File: src/rtl/paddle_centroid_tracker.sv
// Per-frame colour statistics and integer centroid calculation for two paddle colours.
// Optional bounding-box tracking is built when PADDLE_BBOX_EN is defined.
module paddle_centroid_tracker #(
  parameter int unsigned MIN_PIXELS = 16,
  parameter int unsigned FRAME_W    = 640,
  parameter int unsigned FRAME_H    = 480
) (
  input  logic        clk,
  input  logic        reset,
  input  logic        pixel_valid,
  input  logic [10:0] row,
  input  logic [11:0] col,
  input  logic [1:0]  color_enc,
  input  logic        color_valid,
  output logic        result_valid,
  output logic        found1,
  output logic        found2,
  output logic [11:0] cent1_x,
  output logic [11:0] cent2_x,
  output logic [10:0] cent1_y,
  output logic [10:0] cent2_y,
  output logic [18:0] count1,
  output logic [18:0] count2,
  output logic [11:0] bbox1_min_x,
  output logic [11:0] bbox1_max_x,
  output logic [11:0] bbox2_min_x,
  output logic [11:0] bbox2_max_x,
  output logic [10:0] bbox1_min_y,
  output logic [10:0] bbox1_max_y,
  output logic [10:0] bbox2_min_y,
  output logic [10:0] bbox2_max_y,
  output logic        busy,
  output logic        overrun
);

  localparam int unsigned CW    = 19;
  localparam int unsigned SW    = 28;
  localparam int unsigned XW    = 12;
  localparam int unsigned YW    = 11;
  localparam int unsigned BW    = 5;
  localparam int unsigned STEPS = 28;

  typedef enum logic [1:0] {ST_ACCUM, ST_DIV, ST_DONE} state_e;

  state_e        state_q, state_d;
  logic [CW-1:0] cnt_q [2], cnt_d [2], cnt_acc [2];
  logic [SW-1:0] sx_q [2], sx_d [2], sx_acc [2];
  logic [SW-1:0] sy_q [2], sy_d [2], sy_acc [2];
  logic [CW-1:0] snap_cnt_q [2], snap_cnt_d [2];
  logic [SW-1:0] snap_sx_q [2], snap_sx_d [2];
  logic [SW-1:0] snap_sy_q [2], snap_sy_d [2];
  logic [1:0]    sel_q, sel_d;
  logic [BW-1:0] step_q, step_d;
  logic [SW-1:0] dvd_q, dvd_d;
  logic [CW-1:0] rem_q, rem_d;
  logic [XW-1:0] qx_q [2], qx_d [2];
  logic [YW-1:0] qy_q [2], qy_d [2];
  logic          found_q [2], found_d [2];
  logic [CW-1:0] ocnt_q [2], ocnt_d [2];
  logic [XW-1:0] cx_q [2], cx_d [2];
  logic [YW-1:0] cy_q [2], cy_d [2];
  logic          busy_q, busy_d, rv_q, rv_d, ovr_q, ovr_d;

  logic          hit [2];
  logic          found_snap [2];
  logic          eof, div_c, qbit;
  logic [CW-1:0] divisor, rem_src, rem_nxt;
  logic [SW-1:0] dvd_src, dvd_nxt;
  logic [CW:0]   rem_sh;

`ifdef PADDLE_BBOX_EN
  logic [XW-1:0] minx_q [2], minx_d [2], minx_acc [2], maxx_q [2], maxx_d [2], maxx_acc [2];
  logic [YW-1:0] miny_q [2], miny_d [2], miny_acc [2], maxy_q [2], maxy_d [2], maxy_acc [2];
  logic [XW-1:0] s_minx_q [2], s_minx_d [2], s_maxx_q [2], s_maxx_d [2];
  logic [YW-1:0] s_miny_q [2], s_miny_d [2], s_maxy_q [2], s_maxy_d [2];
  logic [XW-1:0] o_minx_q [2], o_minx_d [2], o_maxx_q [2], o_maxx_d [2];
  logic [YW-1:0] o_miny_q [2], o_miny_d [2], o_maxy_q [2], o_maxy_d [2];
`endif

  assign eof = pixel_valid && (row == YW'(FRAME_H - 1)) && (col == XW'(FRAME_W - 1));
  assign hit[0] = pixel_valid && color_valid && (color_enc == 2'b01);
  assign hit[1] = pixel_valid && color_valid && (color_enc == 2'b10);

  // Running accumulators including the current pixel's contribution
  always_comb begin
    for (int c = 0; c < 2; c++) begin
      cnt_acc[c] = cnt_q[c] + CW'(hit[c]);
      sx_acc[c]  = sx_q[c] + (hit[c] ? SW'(col) : '0);
      sy_acc[c]  = sy_q[c] + (hit[c] ? SW'(row) : '0);
      found_snap[c] = (snap_cnt_q[c] >= CW'(MIN_PIXELS));
`ifdef PADDLE_BBOX_EN
      minx_acc[c] = (hit[c] && (col < minx_q[c])) ? col : minx_q[c];
      maxx_acc[c] = (hit[c] && (col > maxx_q[c])) ? col : maxx_q[c];
      miny_acc[c] = (hit[c] && (row < miny_q[c])) ? row : miny_q[c];
      maxy_acc[c] = (hit[c] && (row > maxy_q[c])) ? row : maxy_q[c];
`endif
    end
  end

  // Restoring divider datapath; step 0 loads the next dividend from the snapshot
  always_comb begin
    div_c   = sel_q[1];
    divisor = found_snap[div_c] ? snap_cnt_q[div_c] : CW'(1);
    dvd_src = (step_q == '0) ? (sel_q[0] ? snap_sy_q[div_c] : snap_sx_q[div_c]) : dvd_q;
    rem_src = (step_q == '0) ? '0 : rem_q;
    rem_sh  = {rem_src, dvd_src[SW-1]};
    qbit    = (rem_sh >= {1'b0, divisor});
    rem_nxt = qbit ? CW'(rem_sh - {1'b0, divisor}) : rem_sh[CW-1:0];
    dvd_nxt = {dvd_src[SW-2:0], qbit};
  end

  always_comb begin
    state_d = state_q;
    step_d  = step_q;
    sel_d   = sel_q;
    dvd_d   = dvd_q;
    rem_d   = rem_q;
    for (int c = 0; c < 2; c++) begin
      cnt_d[c]      = eof ? '0 : cnt_acc[c];
      sx_d[c]       = eof ? '0 : sx_acc[c];
      sy_d[c]       = eof ? '0 : sy_acc[c];
      snap_cnt_d[c] = snap_cnt_q[c];
      snap_sx_d[c]  = snap_sx_q[c];
      snap_sy_d[c]  = snap_sy_q[c];
      qx_d[c]       = qx_q[c];
      qy_d[c]       = qy_q[c];
      found_d[c]    = found_q[c];
      ocnt_d[c]     = ocnt_q[c];
      cx_d[c]       = cx_q[c];
      cy_d[c]       = cy_q[c];
`ifdef PADDLE_BBOX_EN
      minx_d[c]   = eof ? '1 : minx_acc[c];
      maxx_d[c]   = eof ? '0 : maxx_acc[c];
      miny_d[c]   = eof ? '1 : miny_acc[c];
      maxy_d[c]   = eof ? '0 : maxy_acc[c];
      s_minx_d[c] = s_minx_q[c];
      s_maxx_d[c] = s_maxx_q[c];
      s_miny_d[c] = s_miny_q[c];
      s_maxy_d[c] = s_maxy_q[c];
      o_minx_d[c] = o_minx_q[c];
      o_maxx_d[c] = o_maxx_q[c];
      o_miny_d[c] = o_miny_q[c];
      o_maxy_d[c] = o_maxy_q[c];
`endif
    end
    case (state_q)
      ST_ACCUM: begin
        if (eof) begin
          state_d = ST_DIV;
          step_d  = '0;
          sel_d   = '0;
          for (int c = 0; c < 2; c++) begin
            snap_cnt_d[c] = cnt_acc[c];
            snap_sx_d[c]  = sx_acc[c];
            snap_sy_d[c]  = sy_acc[c];
`ifdef PADDLE_BBOX_EN
            s_minx_d[c] = minx_acc[c];
            s_maxx_d[c] = maxx_acc[c];
            s_miny_d[c] = miny_acc[c];
            s_maxy_d[c] = maxy_acc[c];
`endif
          end
        end
      end
      ST_DIV: begin
        dvd_d  = dvd_nxt;
        rem_d  = rem_nxt;
        step_d = step_q + BW'(1);
        if (step_q == BW'(STEPS - 1)) begin
          step_d = '0;
          if (sel_q[0]) qy_d[div_c] = dvd_nxt[YW-1:0];
          else          qx_d[div_c] = dvd_nxt[XW-1:0];
          if (sel_q == 2'd3) state_d = ST_DONE;
          else               sel_d   = sel_q + 2'd1;
        end
      end
      ST_DONE: begin
        state_d = ST_ACCUM;
        for (int c = 0; c < 2; c++) begin
          found_d[c] = found_snap[c];
          ocnt_d[c]  = snap_cnt_q[c];
          cx_d[c]    = found_snap[c] ? qx_q[c] : '0;
          cy_d[c]    = found_snap[c] ? qy_q[c] : '0;
`ifdef PADDLE_BBOX_EN
          o_minx_d[c] = found_snap[c] ? s_minx_q[c] : '0;
          o_maxx_d[c] = found_snap[c] ? s_maxx_q[c] : '0;
          o_miny_d[c] = found_snap[c] ? s_miny_q[c] : '0;
          o_maxy_d[c] = found_snap[c] ? s_maxy_q[c] : '0;
`endif
        end
      end
      default: state_d = ST_ACCUM;
    endcase
    busy_d = (state_d != ST_ACCUM);
    rv_d   = (state_q == ST_DONE);
    ovr_d  = eof && (state_q != ST_ACCUM);
  end

  always_ff @(posedge clk) begin
    if (reset) begin
      state_q <= ST_ACCUM;
      step_q  <= '0;
      sel_q   <= '0;
      dvd_q   <= '0;
      rem_q   <= '0;
      busy_q  <= 1'b0;
      rv_q    <= 1'b0;
      ovr_q   <= 1'b0;
      for (int c = 0; c < 2; c++) begin
        cnt_q[c]      <= '0;
        sx_q[c]       <= '0;
        sy_q[c]       <= '0;
        snap_cnt_q[c] <= '0;
        snap_sx_q[c]  <= '0;
        snap_sy_q[c]  <= '0;
        qx_q[c]       <= '0;
        qy_q[c]       <= '0;
        found_q[c]    <= 1'b0;
        ocnt_q[c]     <= '0;
        cx_q[c]       <= '0;
        cy_q[c]       <= '0;
      end
    end else begin
      state_q <= state_d;
      step_q  <= step_d;
      sel_q   <= sel_d;
      dvd_q   <= dvd_d;
      rem_q   <= rem_d;
      busy_q  <= busy_d;
      rv_q    <= rv_d;
      ovr_q   <= ovr_d;
      for (int c = 0; c < 2; c++) begin
        cnt_q[c]      <= cnt_d[c];
        sx_q[c]       <= sx_d[c];
        sy_q[c]       <= sy_d[c];
        snap_cnt_q[c] <= snap_cnt_d[c];
        snap_sx_q[c]  <= snap_sx_d[c];
        snap_sy_q[c]  <= snap_sy_d[c];
        qx_q[c]       <= qx_d[c];
        qy_q[c]       <= qy_d[c];
        found_q[c]    <= found_d[c];
        ocnt_q[c]     <= ocnt_d[c];
        cx_q[c]       <= cx_d[c];
        cy_q[c]       <= cy_d[c];
      end
    end
  end

`ifdef PADDLE_BBOX_EN
  always_ff @(posedge clk) begin
    for (int c = 0; c < 2; c++) begin
      if (reset) begin
        minx_q[c]   <= '1;
        maxx_q[c]   <= '0;
        miny_q[c]   <= '1;
        maxy_q[c]   <= '0;
        s_minx_q[c] <= '0;
        s_maxx_q[c] <= '0;
        s_miny_q[c] <= '0;
        s_maxy_q[c] <= '0;
        o_minx_q[c] <= '0;
        o_maxx_q[c] <= '0;
        o_miny_q[c] <= '0;
        o_maxy_q[c] <= '0;
      end else begin
        minx_q[c]   <= minx_d[c];
        maxx_q[c]   <= maxx_d[c];
        miny_q[c]   <= miny_d[c];
        maxy_q[c]   <= maxy_d[c];
        s_minx_q[c] <= s_minx_d[c];
        s_maxx_q[c] <= s_maxx_d[c];
        s_miny_q[c] <= s_miny_d[c];
        s_maxy_q[c] <= s_maxy_d[c];
        o_minx_q[c] <= o_minx_d[c];
        o_maxx_q[c] <= o_maxx_d[c];
        o_miny_q[c] <= o_miny_d[c];
        o_maxy_q[c] <= o_maxy_d[c];
      end
    end
  end

  assign bbox1_min_x = o_minx_q[0];
  assign bbox1_max_x = o_maxx_q[0];
  assign bbox2_min_x = o_minx_q[1];
  assign bbox2_max_x = o_maxx_q[1];
  assign bbox1_min_y = o_miny_q[0];
  assign bbox1_max_y = o_maxy_q[0];
  assign bbox2_min_y = o_miny_q[1];
  assign bbox2_max_y = o_maxy_q[1];
`else
  assign bbox1_min_x = '0;
  assign bbox1_max_x = '0;
  assign bbox2_min_x = '0;
  assign bbox2_max_x = '0;
  assign bbox1_min_y = '0;
  assign bbox1_max_y = '0;
  assign bbox2_min_y = '0;
  assign bbox2_max_y = '0;
`endif

  assign result_valid = rv_q;
  assign busy         = busy_q;
  assign overrun      = ovr_q;
  assign found1       = found_q[0];
  assign found2       = found_q[1];
  assign count1       = ocnt_q[0];
  assign count2       = ocnt_q[1];
  assign cent1_x      = cx_q[0];
  assign cent2_x      = cx_q[1];
  assign cent1_y      = cy_q[0];
  assign cent2_y      = cy_q[1];

endmodule

File: config.mk
export PLATFORM = sky130hd
export DESIGN_NAME = paddle_centroid_tracker
export DESIGN_NICKNAME = d
export VERILOG_FILES = /design/src/rtl/paddle_centroid_tracker.sv
export SDC_FILE = /design/constraint.sdc
export NUM_CORES = 1
export LEC_CHECK = 0
export BUFFER_PORTS_ARGS = -buffer_cell sky130_fd_sc_hd__buf_2
export CAP_MARGIN = 10
export CORE_MARGIN = 5
export CORE_UTILIZATION = 50
export DETAILED_ROUTE_END_ITERATION = 12
export PLACE_DENSITY = 0.77
export SYNTH_ARGS = -nofsm -noshare
export SYNTH_HDL_FRONTEND = slang
export SYNTH_SLANG_ARGS = --single-unit
File: constraint.sdc
create_clock -name clk -period 6.3 [get_ports clk]
set_clock_uncertainty 0.2 [all_clocks]
set_input_delay 1.26 -clock clk [delete_from_list [all_inputs] [get_ports clk]]
set_output_delay 1.26 -clock clk [all_outputs]
set_load 0.02 [all_outputs]
==> flow_metrics.py <==
metrics = {
    "sta": {
        "rsz0062_at_grt": "no",
        "tns_ns": 0,
        "relSlewSlack_pct": 26.5,
        "hold_viol_final": 0,
        "drv_slew": 0,
        "fmax_mhz": 224,
        "setup_slack_ns": 1.84,
        "fin_crit_sh_pct": 70.7,
        "worst_pin_slew_ns": 1.10,
        "finalCriticalPeriod_ns": 4.46,
        "finalSetupViolCount": 0,
    },
    "worst_setup_path": {
        "cp_max_fo": 25,
        "crit_buf_inv": 1,
        "required_ns": 6.61,
        "cp-start-kind": "flop",
        "rr_endpoint": "rem_q[1]",
        "path_cells": "nor4_1 -> nand4_1 -> buf_4 -> mux2_2 -> nand2_1 -> ha_1 -> a21o_1 -> or3_1 -> o21ai_1 -> a211oi_2 -> o21ai_2 -> mux2_2 -> a211oi_1",
        "setup.worst_path.end_class": "flop",
        "cpMaxStageDelayCell": "o21ai_2",
        "rr_worst_depth": 13,
        "critPathMostFrequentCell": "mux2_2",
        "reg2reg_slack_ns": 1.84,
        "cp.arrival_ns": 4.76,
        "crit_type": "reg2reg",
        "crit_family": "compound AO/OA/AOI/OAI gates",
        "slowest_delay_ns": 0.63,
        "r2r_start": "snap_cnt_q[0][4]",
    },
    "route": {
        "wire_per_inst_um": 17.9,
        "via_per_inst": 5.63,
        "ant_nets": 0,
        "routed_wl_um": 57400,
        "vias": 18100,
        "drt_pass1_iterations": 5,
        "drc": 0,
        "drt_iter0_markers": 1411,
    },
    "yosys": {
        "yosysWarnings": 0,
        "ys_seq_elements": 492,
        "synth_flop_cell": "dfxtp_1",
        "synthArstFlopShare_pct": 0,
        "synth_cells": 2512,
        "synthesis.area_um2": 23200,
        "yosys.cell_types.count": 75,
        "synth_edf_count": 112,
        "avgSynthCellArea_um2": 9.25,
        "ys_seq_area_share_pct": 47.2,
    },
    "clock_network": {
        "htreeDepth": 2,
        "post_cts_buffers": 0,
        "clkSlewWorstSetupHoldPaths_ns": 0.06,
        "cts_max_path_buffers": 3,
        "cts_resized": 0,
        "clock-sinks": 492,
        "cts_inserted_buffers": 49,
        "cts_tree": "built",
        "ctsHoldBuffers": 0,
        "clock_latency_ns": 0.59,
        "cts-root-buf": "clkbuf_16",
    },
    "die": {
        "rows": 79,
        "core_area_um2": 46300,
        "fp.dieArea_um2": 50900,
        "die_y_um": 226,
        "num_io_pins": 210,
        "start_util_pct": 50.2,
        "die_width_um": 226,
    },
    "power_and_ir_drop": {
        "pwr-share-comb_pct": 3.6,
        "power_switching_mw": 1.42,
        "power.share.clock_pct": 46.1,
        "pwr_density_cell_nw_per_um2": 254,
        "cellLeakagePower_nw": 9.68,
        "p_int_mw": 5.09,
        "pwr-share-seq_pct": 50.3,
        "switching_share_pct": 21.7,
        "vdd_drop_max_mv": 0.249,
    },
    "final_layout": {
        "layout-drive-gt1-share_pct": 11.4,
        "layout_commonest_cell": "nor2_1",
        "n_fill_cell": 3973,
        "syn_to_final_growth_pct": 10.3,
        "num-nets-final": 2672,
        "mostFrequentLayoutCells": "nor2_1, dfxtp_1, nand2_1",
        "diodes": 0,
        "design_area_um2": 25600,
    },
    "global_routing": {
        "grt_pass1_wl_um": 91300,
        "met1_usage_pct": 29.9,
        "grt_max_degree": 122,
        "grt_use_total_pct": 21.9,
        "top_usage_layer": "met2",
        "grt_pass1_vias": 17300,
        "grt_overflow_total": 0,
        "use_met3_pct": 3.43,
        "use_met2_pct": 36.1,
        "antenna_found_initial": 0,
    },
    "placed_design": {
        "place_congestion": 0.958,
        "numPortBuffers": 117,
        "dp_hpwl_um": 40300,
        "place_ws_ns": 1.43,
        "post_dp_cell_area_um2": 23900,
    },
    "worst_hold_path": {
        "hold_end": "cy_q[0][3]",
        "hp-class": "reg2reg",
        "hold_depth": 2,
        "hp-start": "cy_q[0][3]",
    },
    "job": {
        "max_cap_viol_count": 0,
    },
    "status": {
        "status": "complete, no violations",
    },
}
==> state kept, by name, indices dropped and copies added (netlist names), 24 cells and up, named ones only <==
| register | cells |
|---|---|
| sy_q | 56 |
| snap_sy_q | 56 |
| cnt_q | 38 |
| snap_sx_q | 56 |
| ocnt_q | 38 |
| snap_cnt_q | 38 |
| sx_q | 56 |
| qx_q | 24 |
| dvd_q | 28 |
| cx_q | 24 |
==> power by group through the flow <==
stage / clock network, mW / logic (mW) / registers (mW)
5_1_grt: 3.18 / 0.254 / 3.28
2_1_floorplan: 0 / 0.214 / 3.34
3_3_place_gp: 0 / 0.227 / 3.34
4_1_cts: 3.05 / 0.231 / 3.28
3_5_place_dp: 0 / 0.231 / 3.34
6_report: 3.00 / 0.234 / 3.28
==> cells by family after synthesis <==
group	share of synthesized area, %
muxes	4.85
xor gates and xnor gates	5.02
DFF	47.2
buffers and inverters	6.02
and+or+nand+nor	20.1
other	0.0161
AOI/OAI and AO/OA	12.4
adders and majority gates	4.31
==> per-stage QoR <==
stage / power, mW / hold slack (ns) / util, % / instances
CTS: 6.56 / 0.249 / 55.3 / 3209
global route: 6.71 / 0.270 / 55.4 / 3211
floorplan: 3.55 / 0.241 / - / 2603
finish: 6.51 / 0.246 / 55.4 / 3211
global placement: 3.57 / 0.237 / 51.7 / 3120
detailed placement: 3.57 / 0.241 / 51.7 / 3120
==> how the worst max path moves through the flow <==
stage                      start                to  slack [ns]  depth (start not counted)
6_report        snap_cnt_q[0][4]          rem_q[1]        1.84                         13
5_1_grt         snap_cnt_q[1][4]          rem_q[1]        1.59                         13
4_1_cts        snap_cnt_q[0][11]          rem_q[1]        1.88                         13
3_5_place_dp         pixel_valid  snap_sy_q[0][26]        1.43                         15
3_3_place_gp         pixel_valid  snap_sy_q[0][22]        1.56                         15
2_1_floorplan             col[7]   snap_sx_q[0][0]        1.89                          5
==> layout make-up <==
type	instances	area [um2]	share of cell area (%)
Inverter	43	161	0.630
Clock buffer	75	1550	6.05
Tap cell	607	759	2.96
Multi-Input combinational cell	1841	11300	44.0
Sequential cell	492	11000	42.8
Clock inverter	14	133	0.518
Timing Repair Buffer	139	777	3.03
==> layer usage <==
metal | up-vias | share of wire, %
li1 | 8711 | -
met1 | 8719 | 44
met2 | 537 | 47
met3 | 116 | 6.1
met4 | 0 | 2.7
met5 | - | 0
==> worst register-to-register path: cells and delay by family (launching register included) <==
kind / cells / cell delay [ns]
AOI/OAI and AO/OA: 5 / 1.44
and+or+nand+nor: 4 / 0.92
muxes: 2 / 0.86
DFF: 1 / 0.39
adders and majority gates: 1 / 0.29
buffers and inverters: 1 / 0.26
==> cells in the mapped netlist (all sizes together) (16+ instances only) <==
cell type  count  area share, %
and3          23           0.62
nor3          36           0.82
a211oi       110            3.6
edfxtp       112             14
xor2          83            3.1
mux2i         27            1.2
clkbuf        92            1.5
nand4         23           0.62
and2          86            2.3
nand2        262            4.2
o21ai         52            1.1
o211ai        19           0.61
ha            72            3.9
mux4          28            2.7
mux2          20           0.97
buf          135            3.8
dfxtp        380             33
inv           43           0.69
and4          16           0.60
a311oi        22           0.86
xnor2         50            1.9
a21oi        143            3.1
nand3         86            1.9
nor2         423            6.8
No activity file was read; power rests on OpenSTA's default activity.
